`src/rtl/button_scheduler.sv`:
```
// button_scheduler: per-line debounce, rising-edge press detection, and a small
// press FIFO handed to the calculator controller over valid/ready. An ON press
// has priority and flushes the queue.
module button_scheduler #(
  parameter int NumButtons     = 23,
  parameter int DebounceCycles = 4,
  parameter int QueueDepth     = 4,
  parameter int OnIndex        = 0,
  parameter int CodeW          = $clog2(NumButtons + 1)
) (
  input  logic                             clk_i,
  input  logic                             rst_i,
  input  logic [NumButtons-1:0]            buttons_i,
  output logic [CodeW-1:0]                 press_o,
  output logic                             press_valid_o,
  input  logic                             press_ready_i,
  output logic                             drop_o,
  output logic [$clog2(QueueDepth+1)-1:0]  count_o
);

  localparam int CntW = $clog2(QueueDepth + 1);
  localparam int PtrW = $clog2(QueueDepth);
  localparam int DbW  = (DebounceCycles > 1) ? $clog2(DebounceCycles) : 1;
  localparam logic [DbW-1:0]  DbLast = DbW'(DebounceCycles - 1);
  localparam logic [CntW-1:0] CntFull = CntW'(QueueDepth);

  logic [NumButtons-1:0] r_deb;
  logic [DbW-1:0]        r_dbcnt [NumButtons];
  logic [NumButtons-1:0] w_flip;
  logic [NumButtons-1:0] w_rise;

  logic [CodeW-1:0]      w_sel_idx;
  logic [CodeW-1:0]      w_code;
  logic                  w_found;
  logic                  w_on;
  logic                  w_any;
  logic                  w_multi;

  logic [CodeW-1:0]      r_mem [QueueDepth];
  logic [PtrW-1:0]       r_head;
  logic [PtrW-1:0]       r_tail;
  logic [CntW-1:0]       r_count;
  logic                  r_drop;

  logic                  w_valid;
  logic                  w_full;
  logic                  w_pop;
  logic                  w_push;
  logic                  w_drop;

  // Flip condition per line; a rise is a flip while the debounced level is low.
  always_comb begin
    w_flip = '0;
    for (int unsigned i = 0; i < NumButtons; i++) begin
      w_flip[i] = (buttons_i[i] != r_deb[i]) && (r_dbcnt[i] == DbLast);
    end
    w_rise = w_flip & ~r_deb;
  end

  // Debounce counters: count consecutive disagreeing cycles, flip on the last one.
  always_ff @(posedge clk_i or posedge rst_i) begin
    if (rst_i) begin
      r_deb <= '0;
      for (int unsigned i = 0; i < NumButtons; i++) r_dbcnt[i] <= '0;
    end else begin
      for (int unsigned i = 0; i < NumButtons; i++) begin
        if (buttons_i[i] == r_deb[i]) begin
          r_dbcnt[i] <= '0;
        end else if (r_dbcnt[i] == DbLast) begin
          r_deb[i]   <= ~r_deb[i];
          r_dbcnt[i] <= '0;
        end else begin
          r_dbcnt[i] <= r_dbcnt[i] + 1'b1;
        end
      end
    end
  end

  // Pick one rising line (ON first, else lowest index); any extra rises are dropped.
  always_comb begin
    w_found   = 1'b0;
    w_sel_idx = '0;
    for (int unsigned i = 0; i < NumButtons; i++) begin
      if (!w_found && w_rise[i]) begin
        w_found   = 1'b1;
        w_sel_idx = CodeW'(i);
      end
    end
    w_on = w_rise[OnIndex];
    if (w_on) w_sel_idx = CodeW'(OnIndex);
    w_code  = w_sel_idx + CodeW'(1);
    w_any   = |w_rise;
    // More than one bit set means at least one press is discarded.
    w_multi = (w_rise & (w_rise - 1'b1)) != '0;
  end

  // Queue control: push/pop decisions and this-cycle drop condition.
  always_comb begin
    w_valid = (r_count != '0);
    w_full  = (r_count == CntFull);
    w_pop   = w_valid && press_ready_i;
    w_push  = w_any && !w_on && (!w_full || w_pop);
    w_drop  = w_multi || (w_any && !w_on && w_full && !w_pop);
  end

  // Pointers, occupancy and registered drop pulse; ON flush overrides everything.
  always_ff @(posedge clk_i or posedge rst_i) begin
    if (rst_i) begin
      r_head  <= '0;
      r_tail  <= '0;
      r_count <= '0;
      r_drop  <= 1'b0;
    end else begin
      r_drop <= w_drop;
      if (w_on) begin
        r_head  <= '0;
        r_tail  <= PtrW'(1);
        r_count <= CntW'(1);
      end else begin
        if (w_push) r_tail <= r_tail + 1'b1;
        if (w_pop)  r_head <= r_head + 1'b1;
        if (w_push && !w_pop)      r_count <= r_count + 1'b1;
        else if (w_pop && !w_push) r_count <= r_count - 1'b1;
      end
    end
  end

  // Storage array; contents are only observed through the occupancy-gated head.
  always_ff @(posedge clk_i) begin
    if (w_on)        r_mem[0]      <= w_code;
    else if (w_push) r_mem[r_tail] <= w_code;
  end

  assign press_valid_o = w_valid;
  assign press_o       = w_valid ? r_mem[r_head] : '0;
  assign drop_o        = r_drop;
  assign count_o       = r_count;

endmodule

```
`config.mk`:
```
export PLATFORM = sky130hd
export DESIGN_NAME = button_scheduler
export DESIGN_NICKNAME = d
export VERILOG_FILES = /design/src/rtl/button_scheduler.sv
export SDC_FILE = /design/constraint.sdc
export NUM_CORES = 1
export LEC_CHECK = 0
export ABC_AREA = 0
export BUFFER_PORTS_ARGS = -buffer_cell sky130_fd_sc_hd__buf_2
export CAP_MARGIN = 10
export CORE_MARGIN = 2
export CORE_UTILIZATION = 54
export CTS_CLUSTER_DIAMETER = 200
export DETAILED_ROUTE_END_ITERATION = 6
export PLACE_DENSITY = 0.76
export SLEW_MARGIN = 30
export SYNTH_ARGS = -nofsm -noshare
export SYNTH_HDL_FRONTEND = slang
export SYNTH_SLANG_ARGS = --single-unit
```
`constraint.sdc`:
```
create_clock -name clk_i -period 2.9 [get_ports clk_i]
set_input_delay 0.435 -clock clk_i [delete_from_list [all_inputs] [get_ports clk_i]]
set_output_delay 0.435 -clock clk_i [all_outputs]
set_load 0.03 [all_outputs]
```
# [Yosys cells after proc, flatten, opt, wreduce, memory -nomap -nowiden]
# Memories as Yosys holds them, arrays and structs flattened.
# Index checks and enable logic that the tools add are counted.
[op_classes] addsub=29 eq_ne=70 muxes=106 bitwise_logic=49 n_reduce_logical=110
[op_table] operator="$mux 5" count=24
[op_table] operator="$mux 2" count=51
[op_table] operator="$logic_and 1x1->1" count=52
[op_table] operator="$add 2x1->2 const B" count=25
[op_table] operator="$and 23x23->23" count=2
[op_table] operator="$eq 2x2->1 const B" count=23
[op_table] operator="$not 1->1" count=46
[op_table] operator="$reduce_and 2->1" count=23
[op_table] operator="$mux 1" count=28
[op_table] operator="$logic_not 1->1" count=26
[op_table] operator="$eq 1x1->1" count=23
[op_table] operator="$ne 1x1->1" count=23
[op_table] operator="$not 23->23" count=1
[op_table] operator="$reduce_bool 23->1" count=1
[op_table] operator="$reduce_or 23->1" count=1
[op_table] operator="$sub 23x1->23 const B" count=1
[op_table] operator="$mux 3" count=3
[op_table] operator="$reduce_bool 3->1" count=2
[op_table] operator="$add 5x1->5 const B" count=1
[op_table] operator="$reduce_or 5->1" count=1
[op_table] operator="$reduce_bool 2->1" count=2
[op_table] operator="$add 3x1->3 const B" count=1
[op_table] operator="$eq 3x3->1 const B" count=1
[op_table] operator="$sub 3x1->3 const B" count=1
[op_table] operator="$logic_or 1x1->1" count=2
[word_totals] regBits=77 ram_bits=20 inputBits=26 elab_cells=415 n_memories=1
[memory_table] name="r_mem" words=4 width=5 read_ports=1 rd_clocked_by_memory_dff=0 wr=1 line="39" source="logic [CodeW-1:0] r_mem [QueueDepth];"

# [Logic depth before layout (Yosys ltp)]
# Gate-level depths: netlist of run 1.
[logic_depth] ltp_word=73 depth_mapped=14

# [Least setup slack after synthesis of run 1]
# No wires, ideal clock.
[synth_path] kind="flip-flop to flip-flop" from="register r_dbcnt[44] (netlist name)" to="register r_count[2] (netlist: count_o[2])" setup_time_ns=0.082 arrival_time_ns=2.727 required_ns=2.818 path_slack_ns=0.091 stages_incl_launch_ff=13 path_buffers=2 period_less_slack_ns=2.809 path_cell_list="dfrtp_1 > ha_1 > and3b_1 > buf_6 > nor4_4 > and4_1 > buf_4 > a211oi_1 > and2_1 > fa_1 > a211o_1 > a21o_1 > a31oi_1"
[synth_between] elab_chain_len=9
[synth_lines] element="from (decl)" line="28" source="logic [DbW-1:0] r_dbcnt [NumButtons];"
[synth_lines] element="from (signal, indexed assignment)" line="73" source="r_dbcnt[i] <= r_dbcnt[i] + 1'b1;"
[synth_lines] element="$eq 2x2->1 (*)" line="55" source="w_flip[i] = (buttons_i[i] != r_deb[i]) && (r_dbcnt[i] == DbLast);"
[synth_lines] element="$logic_and 1x1->1 (*)" line="55"
[synth_lines] element="$and 23x23->23 (*)" line="57" source="w_rise = w_flip & ~r_deb;"
[synth_lines] element="$reduce_or 23->1 or $logic_not 1->1 (tied branches)" line="92, 102"
[synth_lines] element="$logic_and 1x1->1 (2 in series)" line="102" source="w_push = w_any && !w_on && (!w_full || w_pop);"
[synth_lines] element="$logic_and 1x1->1 or $logic_not 1->1 (tied branches)" line="122, 123"
[synth_lines] element="$mux 3 or $logic_and 1x1->1 (tied branches)" line="122, 123"
[synth_lines] element="$mux 3 or $reduce_bool 3->1 (tied branches)"
[synth_lines] element="to (signal assigned)" line="118" source="r_count <= CntW'(1);"
[synth_lines] element="to (signal assigned)" line="122" source="if (w_push && !w_pop) r_count <= r_count + 1'b1;"
[synth_lines] element="to (signal assigned)" line="123" source="else if (w_pop && !w_push) r_count <= r_count - 1'b1;"
[synth_lines] element="to (decl)" line="42" source="logic [CntW-1:0] r_count;"
# Every way passes the cells marked *; elsewhere a longest branch is shown, timed or not.
# A chain may end at the register's enable or synchronous reset.

# [Worst setup path in the final report of run 1]
[layout_path] from="register r_dbcnt[38] (netlist name)" to="register r_count[2] (netlist: count_o[2])"
[layout_between] elab_chain_len=9
[layout_lines] element="$eq 2x2->1 (*)" line="55"
[layout_lines] element="$logic_and 1x1->1 (*)" line="55"
[layout_lines] element="$and 23x23->23 (*)" line="57"
[layout_lines] element="$reduce_or 23->1 (*)" line="92" source="w_any = |w_rise;"
[layout_lines] element="$logic_and 1x1->1 (*) (2 in series)" line="102"
[layout_lines] element="$logic_and 1x1->1 or $logic_not 1->1 (tied branches)" line="122, 123"
[layout_lines] element="$mux 3 or $logic_and 1x1->1 (tied branches)" line="122, 123"
[layout_lines] element="$mux 3 or $reduce_bool 3->1 (tied branches)"
# Marked as above.

==> impl_metrics.toml, run 1 <==
[routing]
vias = 3283
wl_per_cell_um = 16.38
detail-route-antenna-nets = 0
drc = 0
drt_iter0_drc = 220
dr.pass1.iters = 5
routed_wl_um = 9322
viasPerCell = 5.770

[floorplanning]
die_y_um = 98.33
coreArea_um2 = 8678
rows = 34
initial_core_util = 0.5536
io_pins = 36
die_area_um2 = 9668
die_w_um = 98.33

[placed_design]
place_area_um2 = 5229
dp_slack_ns = 0.1223
port-buffer-count = 35
place_inst = 547
gp_congestion = 0.9597
dp_hpwl_um = 7036

[synth]
syn_area_um2 = 4805
yosys.area.top_type = "dfrtp_1"
synth-simple-area-share = 0.1930
avgSynthCellArea_um2 = 12.26
synth_compound_area_frac = 0.07266
yosys-top-cells-area = "dfrtp_1 (40%), edfxtp_1 (13%), ha_1 (6.3%), mux2_2 (4.9%), xnor2_1 (3.8%)"
synth_top_family_by_area = "simple AND/OR/NAND/NOR gates"
yosysSeqAreaShare = 0.5260
synthMuxAreaShare = 0.07734
synthCells = 392
synth-adder-area-share = 0.06667
synth-edff-count = 20
async_reset_ff_frac = 0.7938
synthXorXnorAreaFrac = 0.05104
ys.flop_type = "dfrtp_1"
yosysTopAreaCellShare = 0.4010
syn_nets = 443
yosysWarnings = 0
synth.distinct_cells = 57
synth-seq-cells = 97

[clock_network]
cts_max_level = 3
cts-root-buf = "clkbuf_8"
cts.path.max_buffers = 2
numCtsBuffers = 9
hold_buffers = 0
clk_pin_slew_worst_paths_ns = 0.09
cts_tree = "built"
clkLatencyLatePin_ns = 0.35
numClockSinks = 97

[final_layout]
fillCellCount = 716
antennaDiodeCount = 0
drive_gt1_frac = 0.2364
most-common-layout-cells = "dfrtp_1 (77), buf_2 (35), nand3b_1 (24), ha_1 (23), buf_4 (23)"
fin_nets = 507
area_delta_synth_final_pct = 13.91
fin_cells = 569
final_common_cell = "dfrtp_1"
fin_area_um2 = 5473

[timing]
fmax_mhz = 372.2
period_minus_slack_ns = 2.687
final.setup.tns_ns = 0
tightestPinTransition_ns = 0.5566
slew_violations = 0
finalSetupViolCount = 0
finalCritPeriodShare = 0.9265
maxSlewHeadroom = 0.6250
finClkSkew_ns = 0.01220
hold_ws_ns = 0.1527
worst_slack_ns = 0.2131
hold_violations = 0

[critical_path]
worstReg2RegEnd = "count_o[2]$_DFFE_PP0P_"
ff2ff_setup_slack_ns = 0.21
end_kind = "flip-flop"
worstRegToRegCells = 10
required_ns = 3.18
critPathLaunchType = "flip-flop"
crit_fanout = 4
path_class = "flip-flop to flip-flop"
worstPathArrival_ns = 2.97
r2r_start = "r_dbcnt[38]$_DFF_PP0_"

[grt]
grt_pass1_vias = 3304
overflow = 0
track_usage = 0.2068
grt_max_degree = 78
grt_pass1_wl_um = 15880
antenna_found_initial = 0

[worst_hold_path]
hold_class = "input pin to async pin"

[power_and_ir_drop]
ir_drop_mv = 0.4418
power_leakage_uw = 0.002485
p_per_area_nw_per_um2 = 1065

[run]
max_cap_violations = 0

[outcome]
run_status = "complete, no violations"
cell type report:
cell class / count / area (um^2) / area share
inverter: 8 / 30.03 / 0.005487
clock buffer: 11 / 131.4 / 0.02401
timing repair buffer: 59 / 367.9 / 0.06722
clock inverter: 5 / 56.30 / 0.01029
multi-input combinational: 281 / 2225 / 0.4065
tap: 108 / 135.1 / 0.02469
sequential: 97 / 2527 / 0.4618
metrics by stage:
step / util / power, uW
2_1_floorplan: - / 4280
4_1_cts: 0.6241 / 5854
3_5_place_dp: 0.6025 / 5002
5_1_grt: 0.6306 / 6286
3_3_place_gp: 0.6025 / 4820
6_report: 0.6306 / 5826
synth_stat cells, types with 3 or more instances:
cell type,n
dfrtp_1,77
a21oi_1,5
o21ai_0,8
inv_1,8
mux4_2,5
nand3_1,9
mux2_2,21
and2_1,13
nor3_1,21
edfxtp_1,20
a31oi_1,5
xor2_1,7
nand3b_1,24
nor2_1,15
o22ai_1,3
clkbuf_1,4
and3b_1,10
and4_1,4
nor3b_1,4
ha_1,24
nor2b_1,20
nand2_1,19
xnor2_1,21
o211ai_1,5
power breakdown:
group	internal (uW)	switching, uW	total, uW
registers	2070	386	2460
clock network	398	449	847
logic	1260	1260	2520
worst max path at each step:
| stage | start | endpoint | slack (ns) | cells after the start |
|---|---|---|---|---|
| final | r_dbcnt[38]$_DFF_PP0_ | count_o[2]$_DFFE_PP0P_ | 0.21 | 10 |
| after global routing | r_dbcnt[32]$_DFF_PP0_ | count_o[2]$_DFFE_PP0P_ | -0.005 | 12 |
| after CTS | r_dbcnt[44]$_DFF_PP0_ | r_mem[0][4]$_DFFE_PP_ | 0.08 | 10 |
| after detailed placement | r_dbcnt[44]$_DFF_PP0_ | r_mem[2][4]$_DFFE_PP_ | 0.12 | 10 |
| after global placement | r_dbcnt[44]$_DFF_PP0_ | r_mem[0][4]$_DFFE_PP_ | 0.23 | 10 |
| after floorplan | r_dbcnt[44]$_DFF_PP0_ | count_o[2]$_DFFE_PP0P_ | 0.09 | 12 |
what timing repair did:
action / CTS / global route
buffers inserted: 0 / 6
setup endpoints to repair: 0 / 5
gates resized for setup: 0 / 4
kinds of logic (layout without fill, tap and decap cells):
logic type | after synthesis | count (layout)
buf+inv | 14 | 83
xor+xnor | 28 | 28
compound gates | 49 | 49
simple gates | 151 | 151
mux | 28 | 28
fa+ha+maj | 25 | 25
flops | 97 | 97
routing by layer:
| layer | vias to the layer above | GRT usage | wire (um) |
|---|---|---|---|
| met5 | - | 0 | 0 |
| met4 | 0 | 0.06112 | 163 |
| met3 | 14 | 0.04295 | 401 |
| met2 | 87 | 0.3558 | 4798 |
| met1 | 1610 | 0.2654 | 3958 |
| li1 | 1572 | - | - |
sequential cells by signal (all words and copies together) (netlist names):
signal   cells
count_o      3
r_dbcnt     46
r_deb       23
drop_o       1
r_head       2
r_mem       20
r_tail       2
worst max-delay path, cell delays in order, from the launching register on:
cell,delay [ns]
dfrtp_1,0.40
ha_2,0.22
and3b_2,0.25
nor4_4,0.34
and4_1,0.26
a211oi_1,0.08
and2_1,0.16
fa_2,0.35
a211o_1,0.25
a21o_1,0.16
a31oi_1,0.15
Note: power is estimated with default switching activity, not from simulation.
==> run 2: changes to the inputs <==
CORE_ASPECT_RATIO = 1.1   (was default)
==> run 2 against run 1 <==
Compared with the run above: global-route usage hardly changed; power increased by 2.4%; wire length fell by 1.5%; largest cell class unchanged.
==> impl_metrics.toml, run 2 (synthesis results as in run 1) <==
[outcome]
run_status = "complete, no violations"

[power_and_ir_drop]
p_comb_frac = 0.420
p_int_uw = 3894
power.share.clock = 0.169
seqPwrFrac = 0.411
p_per_area_nw_per_um2 = 1086
p_switching_uw = 2070
power_leakage_uw = 0.002485
switching_share = 0.3471
ir_drop_mv = 0.5875

[floorplanning]
die_y_um = 102.9
die_w_um = 93.94
coreArea_um2 = 8738
die_area_um2 = 9669
initial_core_util = 0.5498
rows = 36
io_pins = 36

[routing]
dr.pass1.iters = 4
routed_wl_um = 9179
drc = 0
viasPerCell = 5.704
wl_per_cell_um = 16.10
detail-route-antenna-nets = 0
drt_iter0_drc = 194
vias = 3251

[grt]
antenna_found_initial = 0
use_met1 = 0.2407
busiest_layer = "met2"
gr-usage-met2 = 0.3692
grt_pass1_wl_um = 15360
grt_max_degree = 60
use_met3 = 0.05336
grt_pass1_vias = 3392
overflow = 0
track_usage = 0.2070

[critical_path]
required_ns = 3.19
crit_fanout = 4
path_class = "flip-flop to flip-flop"
end_kind = "flip-flop"
worstPathArrival_ns = 3.01
critPathLaunchType = "flip-flop"

[final_layout]
largest_reg_flops = 46
fin_cells = 570
largest_register = "r_dbcnt"
area_delta_synth_final_pct = 14.30
fin_nets = 502
final_common_cell = "dfrtp_1"
antennaDiodeCount = 0
largestRegisters = "r_dbcnt (46), r_deb (23), r_mem (20)"
most-common-layout-cells = "dfrtp_1 (77), buf_2 (35), nand3b_1 (24), ha_1 (22)"
fillCellCount = 731
drive_gt1_frac = 0.2303

[clock_network]
cts.path.max_buffers = 2
clk_pin_slew_worst_paths_ns = 0.09
clkLatencyLatePin_ns = 0.36
numCtsBuffers = 9
cts_tree = "built"
cts_max_level = 3
cts-root-buf = "clkbuf_8"
numClockSinks = 97

[placed_design]
dp_hpwl_um = 7153
gp_congestion = 0.9009
dp_slack_ns = 0.1323
place_inst = 553
port-buffer-count = 35

[timing]
fmax_mhz = 367.4
finalSetupViolCount = 0
finClkSkew_ns = 0.009968
maxSlewHeadroom = 0.6934
period_minus_slack_ns = 2.722
hold_ws_ns = 0.05847
finalCritPeriodShare = 0.9386
worst_slack_ns = 0.1782
hold_violations = 0
slew_violations = 0
tightestPinTransition_ns = 0.4551

[worst_hold_path]
hold_class = "input pin to async pin"

[run]
max_cap_violations = 0
run 2: repair_timing:
item | 4_1_cts | 5_1_grt
endpoints found under the setup margin | 0 | 5
hold buffers | 0 | 0
gates resized for setup | 0 | 6
buffers inserted | 0 | 1
hold endpoints to repair | 0 | 0
run 2: cell type report:
| cell class | instances | area (um^2) | area share |
|---|---|---|---|
| Clock buffer | 10 | 127.6 | 0.02324 |
| Clock inverter | 6 | 106.4 | 0.01937 |
| Inverter | 8 | 30.03 | 0.005468 |
| Timing Repair Buffer | 54 | 330.3 | 0.06015 |
| Tap cell | 114 | 142.6 | 0.02597 |
| Sequential cell | 97 | 2527 | 0.4602 |
| Multi-Input combinational cell | 281 | 2227 | 0.4056 |
run 2: worst max-delay path, stage by stage, from the launching register on:
cell and delay, ns:
dfrtp_1 0.39, ha_2 0.21, and3b_2 0.25, nor4_4 0.33, and4_1 0.26, a211oi_1 0.09
and2_1 0.16, fa_1 0.40, a211o_1 0.26, a21o_1 0.16, a31oi_1 0.15
run 2: path summary, 6_finish.rpt:
check / from / to / slack (ns) / depth (start not counted)
worst max register to register: r_dbcnt[38]$_DFF_PP0_ / count_o[2]$_DFFE_PP0P_ / 0.18 / 10
worst min-delay path: rst_i / r_deb[21]$_DFFE_PP0P_ / 0.06 / 2
worst min register to register: r_dbcnt[2]$_DFF_PP0_ / r_dbcnt[2]$_DFF_PP0_ / 0.44 / 1
max in group asynchronous: rst_i / r_tail[0]$_DFFE_PP0P_ / 2.21 / 3
worst max-delay path: r_dbcnt[38]$_DFF_PP0_ / count_o[2]$_DFFE_PP0P_ / 0.18 / 10
min in group clk_i: buttons_i[10] / r_deb[10]$_DFFE_PP0P_ / 0.34 / 2
run 2: through the flow:
| stage | TNS [ns] | area (um^2) | power (uW) | utilization |
|---|---|---|---|---|
| after global placement | 0 | 5236 | 4820 | 0.5992 |
| after detailed placement | 0 | 5236 | 4996 | 0.5992 |
| after CTS | 0 | 5470 | 6021 | 0.6260 |
| after global routing | -0.0008014 | 5492 | 6439 | 0.6284 |
| after floorplan | 0 | 4805 | 4280 | - |
| final | 0 | 5492 | 5964 | 0.6284 |
run 2: power groups by stage:
stage	sequential (uW)	clock (uW)	combinational, uW
floorplan	2390	0	1890
global placement	2430	0	2390
detailed placement	2480	0	2510
CTS	2460	1040	2530
global route	2530	1090	2810
finish	2450	1010	2510
run 2: metal layers:
layer | vias to the layer above | wire length (um) | share of wire
met5 | - | 0 | 0
met4 | 0 | 220 | 0.024
met3 | 18 | 408 | 0.044
met2 | 60 | 4766 | 0.52
met1 | 1607 | 3784 | 0.41
li1 | 1566 | - | -
==> run 3: changes to the inputs <==
--- a/config.mk
+++ b/config.mk
@@ -6,13 +6,12 @@
 export NUM_CORES = 1
 export LEC_CHECK = 0
-export ABC_AREA = 0
+export ABC_AREA = 1
 export BUFFER_PORTS_ARGS = -buffer_cell sky130_fd_sc_hd__buf_2
 export CAP_MARGIN = 10
 export CORE_ASPECT_RATIO = 1.1
 export CORE_MARGIN = 2
-export CORE_UTILIZATION = 54
+export CORE_UTILIZATION = 28
 export CTS_CLUSTER_DIAMETER = 200
 export DETAILED_ROUTE_END_ITERATION = 6
-export PLACE_DENSITY = 0.76
 export SLEW_MARGIN = 30
 export SYNTH_ARGS = -nofsm -noshare
==> constraint.sdc (replaced) <==
create_clock -name clk_i -period 2.9 [get_ports clk_i]
set_input_delay 0.435 -clock clk_i [delete_from_list [all_inputs] [get_ports clk_i]]
set_output_delay 0.435 -clock clk_i [all_outputs]
set_load 0.05 [all_outputs]
==> run 3 against run 2 <==
Compared with the run above: global-route usage shrank 9.3 points; flip-flop and latch count unchanged; clock power grew 17%; area after synthesis is 3.1% higher; non-clock buffer count decreased by 16; maximum frequency grew 3.1%; combinational power is 6% higher; critical path type unchanged; largest power group unchanged.
==> impl_metrics.toml, run 3 <==
[outcome]
run_status = "complete, no violations"

[final_layout]
drive_gt1_frac = 0.1441
largestRegisters = "r_dbcnt (46), r_deb (23), r_mem (20)"
final_core_util = 0.3274
largest_reg_flops = 46
fin_nets = 643
seq_area_um2 = 2527
area_delta_synth_final_pct = 15.96
multi_input_area_um2 = 2085
most-common-layout-cells = "inv_1 (85), nor2_1 (78), dfrtp_1 (77), nand2_1 (66), o21ai_0 (46)"
antennaDiodeCount = 0
fillCellCount = 1819
largest_register = "r_dbcnt"
final_common_cell = "inv_1"

[clock_network]
cts_tree = "built"
clkLatencyLatePin_ns = 0.35
postCtsResizedCells = 0
cts_setup_buffers = 0
numClockSinks = 97
hold_buffers = 0
cts_max_level = 3
cts-root-buf = "clkbuf_16"
numCtsBuffers = 9
cts.path.max_buffers = 2
clk_pin_slew_worst_paths_ns = 0.07

[synth]
synth.distinct_cells = 35
yosys.area.top_type = "dfrtp_1"
avgSynthCellArea_um2 = 9.075
synthXorXnorAreaFrac = 0.04419
yosysWarnings = 0
async_reset_ff_frac = 0.7938
yosysTopAreaCellShare = 0.3889
syn_area_um2 = 4955
yosysMostFrequentCell = "inv_1"
ys.flop_type = "dfrtp_1"
synth_compound_area_frac = 0.07197
synth-adder-area-share = 0.06465
yosys-top-cells-area = "dfrtp_1 (39%), edfxtp_1 (12%), inv_1 (6.5%), ha_1 (6.1%), nor2_1 (5.9%)"
synthCells = 546
synth-seq-cells = 97
synth-edff-count = 20
synthMuxAreaShare = 0
syn_nets = 597
synthTopCellsByCount = "inv_1 (86), nor2_1 (78), dfrtp_1 (77)"
synth-simple-area-share = 0.2399
synth_top_family_by_area = "simple AND/OR/NAND/NOR gates"
yosysSeqAreaShare = 0.5101

[run]
max_cap_violations = 0

[timing]
period_minus_slack_ns = 2.641
slew_violations = 0
tightestPinTransition_ns = 0.6070
finalCritPeriodShare = 0.9107
finalSetupViolCount = 0
maxSlewHeadroom = 0.5949
worst_slack_ns = 0.2590
fmax_mhz = 378.6
hold_ws_ns = 0.1409
rsz0062_at_grt = "false"
finClkSkew_ns = 0.007473
final.setup.tns_ns = 0
hold_violations = 0

[grt]
track_usage = 0.1144
antenna_found_initial = 0
overflow = 0
grt_pass1_vias = 3582
grt_max_degree = 47
grt_pass1_wl_um = 16770

[floorplanning]
coreArea_um2 = 17550
die_w_um = 130.8
die_y_um = 143.5
rows = 51
die_area_um2 = 18780
initial_core_util = 0.2824
io_pins = 36

[power_and_ir_drop]
p_per_area_nw_per_um2 = 1082
ir_drop_mv = 0.3936
power_leakage_uw = 0.002879

[placed_design]
port-buffer-count = 35
dp_hpwl_um = 7385
dp_slack_ns = 0.2825
gp_congestion = 0.9014

[worst_hold_path]
hold_class = "input pin to async pin"

[routing]
dr.pass1.iters = 4
routed_wl_um = 9556
wl_per_cell_um = 11.44
vias = 3598
drc = 0
drt_iter0_drc = 161
detail-route-antenna-nets = 0
viasPerCell = 4.309

[critical_path]
end_kind = "flip-flop"
worstPathArrival_ns = 2.77
required_ns = 3.03
critPathLaunchType = "flip-flop"
path_class = "flip-flop to flip-flop"
crit_fanout = 14
run 3: changes by cell type after synthesis, moves of 21 or more:
cell and change:
nand3b_1 -23, nand2_1 +47, o21ai_0 +38, nor2_1 +63, mux2_2 -21, inv_1 +78
run 3: path summary, 6_finish.rpt:
path                                       start                    end  slack, ns  cells after the start
setup reg to reg           r_dbcnt[44]$_DFF_PP0_  r_mem[3][4]$_DFFE_PP_       0.26                     13
min in group clk_i                  buttons_i[2]   r_deb[2]$_DFFE_PP0N_       0.34                      3
hold / removal                             rst_i   r_deb[4]$_DFFE_PP0N_       0.14                      2
setup / recovery           r_dbcnt[44]$_DFF_PP0_  r_mem[3][4]$_DFFE_PP_       0.26                     13
max in group asynchronous                  rst_i  r_dbcnt[24]$_DFF_PP0_       2.12                      3
hold reg to reg            r_dbcnt[32]$_DFF_PP0_  r_dbcnt[32]$_DFF_PP0_       0.43                      1
run 3: cells by family (layout without fill, tap and decap cells):
| logic type | Yosys count | count (layout) |
|---|---|---|
| AOI/OAI and AO/OA | 66 | 66 |
| xor gates and xnor gates | 25 | 25 |
| adders and majority gates | 25 | 25 |
| buffers and inverters | 91 | 142 |
| DFF | 97 | 97 |
| and+or+nand+nor | 242 | 242 |
run 3: cell type report:
| type | count | area share |
|---|---|---|
| timing repair buffer | 38 | 0.03659 |
| multi-input combinational | 358 | 0.3628 |
| sequential | 97 | 0.4399 |
| clock inverter | 7 | 0.01198 |
| inverter | 88 | 0.05771 |
| clock buffer | 9 | 0.03920 |
| tap | 238 | 0.05183 |
run 3: layer usage:
| metal | global-route usage | vias to the layer above | wire length (um) |
|---|---|---|---|
| li1 | - | 1868 | - |
| met1 | 0.1505 | 1661 | 4583 |
| met2 | 0.1768 | 57 | 4312 |
| met3 | 0.03388 | 12 | 434 |
| met4 | 0.04479 | 0 | 226 |
| met5 | 0 | - | 0 |
run 3: report_power, final:
part           switching [uW]  leakage (uW)  internal (uW)  total [uW]
registers                 310       0.00115           2070        2380
logic                    1750       0.00159            907        2660
clock network             516      0.000139            666        1180
run 3: critical path, stage by stage, from the launching register on:
cell      delay (ns)
dfrtp_1         0.38
ha_1            0.26
nand3_4         0.20
nand2_4         0.10
nor2_8          0.17
nand2_2         0.10
nor2_4          0.19
nand3_1         0.11
o21ai_0         0.20
nor2_1          0.07
nand2_1         0.09
ha_1            0.18
inv_1           0.06
o211ai_1        0.31
run 3: per-stage QoR:
step,area [um^2],std cells,total power [uW]
finish,5746,835,6219
floorplan,4955,546,4462
detailed placement,5451,819,5081
global placement,5451,819,5031
CTS,5746,835,6300
global route,5746,835,6801
